==> src/rtl/vga_clk_pkg.sv <==
// Shared types and defaults for the VGA pixel-PLL power-up/recovery sequencer.
package vga_clk_pkg;

    typedef enum logic [2:0] {
        ST_OFF,
        ST_PLL_RESET,
        ST_WAIT_LOCK,
        ST_STABLE,
        ST_RUN,
        ST_FAULT
    } vga_clk_state_t;

    localparam int unsigned DEF_PLL_RESET_CYCLES    = 12;
    localparam int unsigned DEF_LOCK_STABLE_CYCLES  = 1200;
    localparam int unsigned DEF_LOCK_TIMEOUT_CYCLES = 120000;
    localparam int unsigned DEF_MAX_RETRIES         = 3;

    localparam int unsigned LOSS_COUNT_W  = 8;
    localparam int unsigned RETRY_COUNT_W = 4;

    function automatic int unsigned max3(input int unsigned a, input int unsigned b,
                                         input int unsigned c);
        int unsigned m;
        m = (a > b) ? a : b;
        return (m > c) ? m : c;
    endfunction

endpackage

==> src/rtl/sync_ff2.sv <==
// Generic two-flop synchroniser with asynchronous active-low reset.
module sync_ff2 #(
    parameter int unsigned WIDTH = 1
) (
    input  logic             clk,
    input  logic             rst_n,
    input  logic [WIDTH-1:0] d_i,
    output logic [WIDTH-1:0] q_o
);

    logic [WIDTH-1:0] meta_q;
    logic [WIDTH-1:0] sync_q;

    always_ff @(posedge clk or negedge rst_n) begin
        if (!rst_n) begin
            meta_q <= '0;
            sync_q <= '0;
        end else begin
            meta_q <= d_i;
            sync_q <= meta_q;
        end
    end

    assign q_o = sync_q;

endmodule

==> src/rtl/vga_clk_sequencer.sv <==
// Reference-clock-domain sequencer: resets the pixel PLL, qualifies lock and
// releases the pixel-domain reset, retrying and faulting on lock timeout.
module vga_clk_sequencer
    import vga_clk_pkg::*;
#(
    parameter int unsigned PLL_RESET_CYCLES    = DEF_PLL_RESET_CYCLES,
    parameter int unsigned LOCK_STABLE_CYCLES  = DEF_LOCK_STABLE_CYCLES,
    parameter int unsigned LOCK_TIMEOUT_CYCLES = DEF_LOCK_TIMEOUT_CYCLES,
    parameter int unsigned MAX_RETRIES         = DEF_MAX_RETRIES
) (
    input  logic                     clk,
    input  logic                     rst_n,
    input  logic                     enable_i,
    input  logic                     clear_fault_i,
    input  logic                     pll_locked_i,
    output logic                     pll_resetb_o,
    output logic                     pix_rst_n_o,
    output logic                     ready_o,
    output logic                     fault_o,
    output logic [RETRY_COUNT_W-1:0] retry_count_o,
    output logic [LOSS_COUNT_W-1:0]  lock_loss_count_o
);

    localparam int unsigned CNT_MAX = max3(PLL_RESET_CYCLES, LOCK_STABLE_CYCLES,
                                           LOCK_TIMEOUT_CYCLES);
    localparam int unsigned CNT_W   = $clog2(CNT_MAX + 1);

    localparam logic [CNT_W-1:0] RST_LAST = CNT_W'(PLL_RESET_CYCLES - 1);
    localparam logic [CNT_W-1:0] STB_LAST = CNT_W'(LOCK_STABLE_CYCLES - 1);
    localparam logic [CNT_W-1:0] TO_LAST  = CNT_W'(LOCK_TIMEOUT_CYCLES - 1);
    localparam logic [RETRY_COUNT_W-1:0] RETRY_LIMIT = RETRY_COUNT_W'(MAX_RETRIES);

    vga_clk_state_t          state_q;
    logic [CNT_W-1:0]        cnt_q;
    logic [RETRY_COUNT_W-1:0] retry_q;
    logic [RETRY_COUNT_W-1:0] retry_d;
    logic [LOSS_COUNT_W-1:0] loss_q;
    logic                    pll_resetb_q;
    logic                    pix_rst_n_q;
    logic                    ready_q;
    logic                    fault_q;
    logic                    lock_s;

    sync_ff2 #(.WIDTH(1)) u_lock_sync (
        .clk   (clk),
        .rst_n (rst_n),
        .d_i   (pll_locked_i),
        .q_o   (lock_s)
    );

    assign retry_d = retry_q + RETRY_COUNT_W'(1);

    always_ff @(posedge clk or negedge rst_n) begin
        if (!rst_n) begin
            state_q      <= ST_OFF;
            cnt_q        <= '0;
            retry_q      <= '0;
            loss_q       <= '0;
            pll_resetb_q <= 1'b0;
            pix_rst_n_q  <= 1'b0;
            ready_q      <= 1'b0;
            fault_q      <= 1'b0;
        end else begin
            cnt_q <= cnt_q + CNT_W'(1);
            if (!enable_i && state_q != ST_FAULT) begin
                state_q      <= ST_OFF;
                cnt_q        <= '0;
                pll_resetb_q <= 1'b0;
                pix_rst_n_q  <= 1'b0;
                ready_q      <= 1'b0;
            end else begin
                unique case (state_q)
                    ST_OFF: begin
                        state_q <= ST_PLL_RESET;
                        cnt_q   <= '0;
                        retry_q <= '0;
                    end
                    ST_PLL_RESET: begin
                        if (cnt_q == RST_LAST) begin
                            state_q      <= ST_WAIT_LOCK;
                            cnt_q        <= '0;
                            pll_resetb_q <= 1'b1;
                        end
                    end
                    ST_WAIT_LOCK: begin
                        // The qualifying lock sample is already sample 1 of the
                        // stable run, so STABLE starts with one sample counted.
                        if (lock_s) begin
                            cnt_q <= CNT_W'(1);
                            if (LOCK_STABLE_CYCLES == 1) begin
                                state_q     <= ST_RUN;
                                pix_rst_n_q <= 1'b1;
                                ready_q     <= 1'b1;
                            end else begin
                                state_q <= ST_STABLE;
                            end
                        end else if (cnt_q == TO_LAST) begin
                            retry_q      <= retry_d;
                            cnt_q        <= '0;
                            pll_resetb_q <= 1'b0;
                            if (retry_d == RETRY_LIMIT) begin
                                state_q <= ST_FAULT;
                                fault_q <= 1'b1;
                            end else begin
                                state_q <= ST_PLL_RESET;
                            end
                        end
                    end
                    ST_STABLE: begin
                        if (!lock_s) begin
                            state_q <= ST_WAIT_LOCK;
                            cnt_q   <= '0;
                        end else if (cnt_q == STB_LAST) begin
                            state_q     <= ST_RUN;
                            cnt_q       <= '0;
                            pix_rst_n_q <= 1'b1;
                            ready_q     <= 1'b1;
                        end
                    end
                    ST_RUN: begin
                        if (!lock_s) begin
                            state_q     <= ST_WAIT_LOCK;
                            cnt_q       <= '0;
                            pix_rst_n_q <= 1'b0;
                            ready_q     <= 1'b0;
                            if (loss_q != '1) begin
                                loss_q <= loss_q + LOSS_COUNT_W'(1);
                            end
                        end
                    end
                    ST_FAULT: begin
                        if (clear_fault_i) begin
                            state_q <= ST_OFF;
                            cnt_q   <= '0;
                            fault_q <= 1'b0;
                        end
                    end
                    default: begin
                        state_q <= ST_OFF;
                        cnt_q   <= '0;
                    end
                endcase
            end
        end
    end

    assign pll_resetb_o      = pll_resetb_q;
    assign pix_rst_n_o       = pix_rst_n_q;
    assign ready_o           = ready_q;
    assign fault_o           = fault_q;
    assign retry_count_o     = retry_q;
    assign lock_loss_count_o = loss_q;

endmodule
==> config.mk <==
export PLATFORM = sky130hd
export DESIGN_NAME = vga_clk_sequencer
export DESIGN_NICKNAME = d
export VERILOG_FILES = /design/src/rtl/vga_clk_pkg.sv /design/src/rtl/sync_ff2.sv /design/src/rtl/vga_clk_sequencer.sv
export SDC_FILE = /design/constraint.sdc
export NUM_CORES = 1
export LEC_CHECK = 0
export ABC_CLOCK_PERIOD_IN_PS = 2900
export BUFFER_PORTS_ARGS = -buffer_cell sky130_fd_sc_hd__buf_4
export CAP_MARGIN = 30
export CORE_ASPECT_RATIO = 1.1
export CORE_MARGIN = 3
export CORE_UTILIZATION = 59
export CTS_CLUSTER_SIZE = 8
export DETAILED_ROUTE_END_ITERATION = 10
export GPL_ROUTABILITY_DRIVEN = 0
export PLACE_DENSITY = 0.84
export SYNTH_ARGS = -nofsm -noshare
export SYNTH_HDL_FRONTEND = slang
export SYNTH_SLANG_ARGS = --single-unit
==> constraint.sdc <==
create_clock -name clk -period 2.9 [get_ports clk]
set_clock_uncertainty 0.2 [all_clocks]
set_input_delay 0.58 -clock clk [delete_from_list [all_inputs] [get_ports clk]]
set_output_delay 0.58 -clock clk [all_outputs]
set_load 0.1 [all_outputs]
==> run summary <==
In the final design database the tool counted 254 nets. The core region is 3470 um2. The area of all placed cells without fillers is 2490 um2.

The synthesis-to-layout area growth came out at 11.8%. The data required time at the worst endpoint came out at 2930 ps. The relative slew slack came out at 0.612.

The fraction of the yosys area taken by sequential cells is 0.416. The final count of hold timing violations came to 0. The count of distinct cell types in the synthesized netlist came out at 60. The number of core rows came out at 22. The total number of clock tree sinks is 37.

The Yosys warning count is 0. The number of buffers added for setup after CTS came out at 0. The routed wirelength normalized by instance count is 15.6 um.

The static power due to leakage is 1.03 nW. The final period demand of the worst path is 2410 ps. The maximum VDD drop came out at 0.270 mV.

The run finished with clean final reports. The netlist area before placement is 2230 um2. Power spread over the standard cell area amounts to 544 nW/um2. The synthesized netlist net count is 235. Setup repair after global routing left no endpoint under its margin. In this run the mean area of a mapped cell was 9.85 um2.

The gate count after technology mapping came out at 226. The worst setup path is captured at a flop. The share of synthesized registers carrying an async set or reset came out at 1.00. Dividing the final minimum period by the clock period gives 0.832.

The classification of the worst setup path is flop to flop. The minimum setup slack after placement is 539 ps. The clock-pin slew reported for the worst setup and hold paths after clock tree synthesis came out at 110 ps.

For this configuration, the core starts out at a cell density of 0.642. The I/O pin total came out at 21. The overall global routing resource usage came out at 0.218.

The sum of net half-perimeters after detailed placement is 3.16 mm. The number of storage elements in the synthesis netlist came out at 37. Once the clock tree was built, the resizer swapped 0 gates to a different size.

In the final layout, flip-flops and latches occupy 926 um2. The library cell used most frequently in the layout, excluding fill and tap cells, is sky130_fd_sc_hd__dfrtp_1. The sum of negative setup slack came out at 0 ps.

The synthesized-area fraction occupied by ao, oa, aoi and oai cells came out at 0.129. STA classifies the critical path startpoint as a flop. The clock buffer count from CTS came out at 5.

The DRC violation total after the first TritonRoute iteration is 172. For the pin with the worst max-slew slack, the measured transition is 582 ps. The largest family of logic cells by synthesized area is simple AND/OR/NAND/NOR gates. In this run the worst path has a maximum fanout of 6. In this run the cell area measured after placement is 2390 um2. Timing would allow up to 414 MHz.

The chip height is 70.4 um. In this run the worst hold path is classified as input port to flop. Setup violations remaining at the end of the flow were counted as 0. The repair_antennas step left the layout with diodes totalling 0.

The number of optimization iterations in the first detailed-route pass came out at 4. The number of enable flip-flop cells after synthesis is 0. Global routing finished with a remaining overflow of 0. The initial antenna violation count was 0.

Of the total synthesized cell area, the portion taken by full adders, half adders and majority gates is 0.0225. The via count of the first global-routing pass came out at 1,678. The critical path data arrival time came out at 2440 ps. The die width is 64.6 um.

Summing all multi-input logic gate instances after layout gives 1220 um2. The number of filler cells placed in the layout came out at 269. The share of synthesized area spent on multiplexers is 0.00956. The clock tree buffer depth came out at 2. The TritonCTS clock tree is yes. Once routing completed, OpenROAD measured the worst setup slack at 487 ps. The DRC violation count after routing is 0. The worst hold slack came out at 154 ps. In the routed layout, each cell is associated on average with a via count of 5.92. The global-route wire length before repair came out at 7.87 mm.

The residual antenna-violating net count after detailed routing is 0. The total vias in the final route came out at 1,741. The clock insertion delay at the later pin of the skew report came out at 330 ps. In the synthesized netlist the dominant register cell turns out to be sky130_fd_sc_hd__dfrtp_1. The max-cap violation count came out at 0. The proportion of layout cells with a drive suffix above 1 is 0.240.

The count of pins over their slew limit is 0. The number of I/O port buffers came out at 20. The maximum level of the CTS H-tree is 2.

Of the total synthesized cell area, the portion taken by XOR and XNOR cells is 0.0905. The total die area came out at 4550 um2. Leaving out fill and tap cells, the most frequent cells in the layout are sky130_fd_sc_hd__dfrtp_1, sky130_fd_sc_hd__buf_4, sky130_fd_sc_hd__nor2_1, sky130_fd_sc_hd__nand2_1, sky130_fd_sc_hd__xnor2_1.

The buffer cell driving the clock tree root is sky130_fd_sc_hd__clkbuf_4. The post-synthesis share of cell area spent on and, or, nand and nor gates is 0.295. Entering global routing, the biggest net connects 38 pins.

The final wirelength came out at 4.58 mm.
[cell usage after synthesis, types with 2 or more instances]
cell type | number | area share
sky130_fd_sc_hd__dfrtp_1 | 37 | 0.42
sky130_fd_sc_hd__nor2_1 | 17 | 0.029
sky130_fd_sc_hd__nand2_1 | 16 | 0.027
sky130_fd_sc_hd__xnor2_1 | 13 | 0.051
sky130_fd_sc_hd__nand3_1 | 11 | 0.025
sky130_fd_sc_hd__nor2_2 | 10 | 0.028
sky130_fd_sc_hd__xor2_1 | 10 | 0.039
sky130_fd_sc_hd__inv_1 | 7 | 0.012
sky130_fd_sc_hd__nand2b_1 | 7 | 0.020
sky130_fd_sc_hd__nand4_1 | 7 | 0.020
sky130_fd_sc_hd__o21ai_0 | 7 | 0.016
sky130_fd_sc_hd__nor3_1 | 6 | 0.013
sky130_fd_sc_hd__a21oi_1 | 5 | 0.011
sky130_fd_sc_hd__clkbuf_1 | 4 | 0.0067
sky130_fd_sc_hd__ha_1 | 4 | 0.022
sky130_fd_sc_hd__buf_2 | 3 | 0.0067
sky130_fd_sc_hd__nor2b_1 | 3 | 0.0084
sky130_fd_sc_hd__nor4_1 | 3 | 0.0084
sky130_fd_sc_hd__nor4_2 | 3 | 0.017
sky130_fd_sc_hd__nor4b_1 | 3 | 0.012
sky130_fd_sc_hd__o21ai_1 | 3 | 0.0067
sky130_fd_sc_hd__a21o_1 | 2 | 0.0067
sky130_fd_sc_hd__a22o_1 | 2 | 0.0079
sky130_fd_sc_hd__a31oi_1 | 2 | 0.0056
sky130_fd_sc_hd__and3_2 | 2 | 0.0067
sky130_fd_sc_hd__nor4_4 | 2 | 0.019
sky130_fd_sc_hd__o22ai_1 | 2 | 0.0056
sky130_fd_sc_hd__or2_2 | 2 | 0.0056
sky130_fd_sc_hd__or3b_1 | 2 | 0.0079
[cell families (layout without fill, tap and decap cells)]
kind of cell,count (synthesis),after routing
adders and majority gates,4,4
and+or+nand+nor,105,105
DFF,37,37
xor gates and xnor gates,23,23
muxes,2,2
AOI/OAI and AO/OA,37,37
buffers and inverters,18,38
[per-layer routing]
| layer | routed length, um | global-route usage |
|---|---|---|
| met5 | 0 | 0 |
| met4 | 71 | 0.0775 |
| met3 | 154 | 0.0289 |
| met2 | 2310 | 0.354 |
| met1 | 2040 | 0.296 |
[stage by stage]
step                       util  std cells  power, mW
final                     0.718        294       1.35
after detailed placement  0.690        285      0.983
after global placement    0.690        285      0.979
after global routing      0.718        294       1.43
after CTS                 0.718        294       1.35
after floorplan               -        226      0.911
[sequential cells by signal, summed over array words and instances, names as in the netlist]
signal,flops
cnt_q,17
pll_resetb_o,1
lock_loss_count_o,8
ready_o,1
retry_count_o,4
fault_o,1
state_q,3
u_lock_sync.meta_q,1
u_lock_sync.q_o,1
[power breakdown]
group	switching [mW]	total [mW]	internal, mW	leakage, nW
clock network	0.163	0.369	0.206	0.0455
registers	0.0480	0.592	0.544	0.509
logic	0.251	0.392	0.141	0.480
total	0.462	1.35	0.891	1.03
[final timing paths]
kind | from | to | slack (ps) | depth (start not counted)
worst max-delay path | cnt_q[0] | retry_count_o[3] | 490 | 6
worst min-delay path | pll_locked_i | u_lock_sync.meta_q | 150 | 1
worst max register to register | cnt_q[0] | retry_count_o[3] | 490 | 6
worst min register to register | u_lock_sync.meta_q | u_lock_sync.q_o | 160 | 0
max in group asynchronous | rst_n | cnt_q[2] | 1610 | 2
min in group asynchronous | rst_n | retry_count_o[1] | 550 | 2
[worst max-delay path: stages (launching register included)]
cell                      delay, ps
sky130_fd_sc_hd__dfrtp_1        410
sky130_fd_sc_hd__ha_1           280
sky130_fd_sc_hd__nand4_4        180
sky130_fd_sc_hd__or4_4          590
sky130_fd_sc_hd__nor4_4         280
sky130_fd_sc_hd__o21ai_1        120
sky130_fd_sc_hd__a22o_1         250
[final cells by class]
cell class                      count  area share
Sequential cell                    37       0.372
Tap cell                           48      0.0241
Inverter                            7      0.0106
Clock buffer                        7      0.0221
Clock inverter                      1      0.0121
Timing Repair Buffer               23      0.0704
Multi-Input combinational cell    171       0.489
[timing repair]
item / 4_1_cts / 5_1_grt
endpoints found under the setup margin: 0 / 0
hold buffers: 1 / 0
endpoints found under the hold margin: 16 / 0
(Power assumes the default switching activity.)
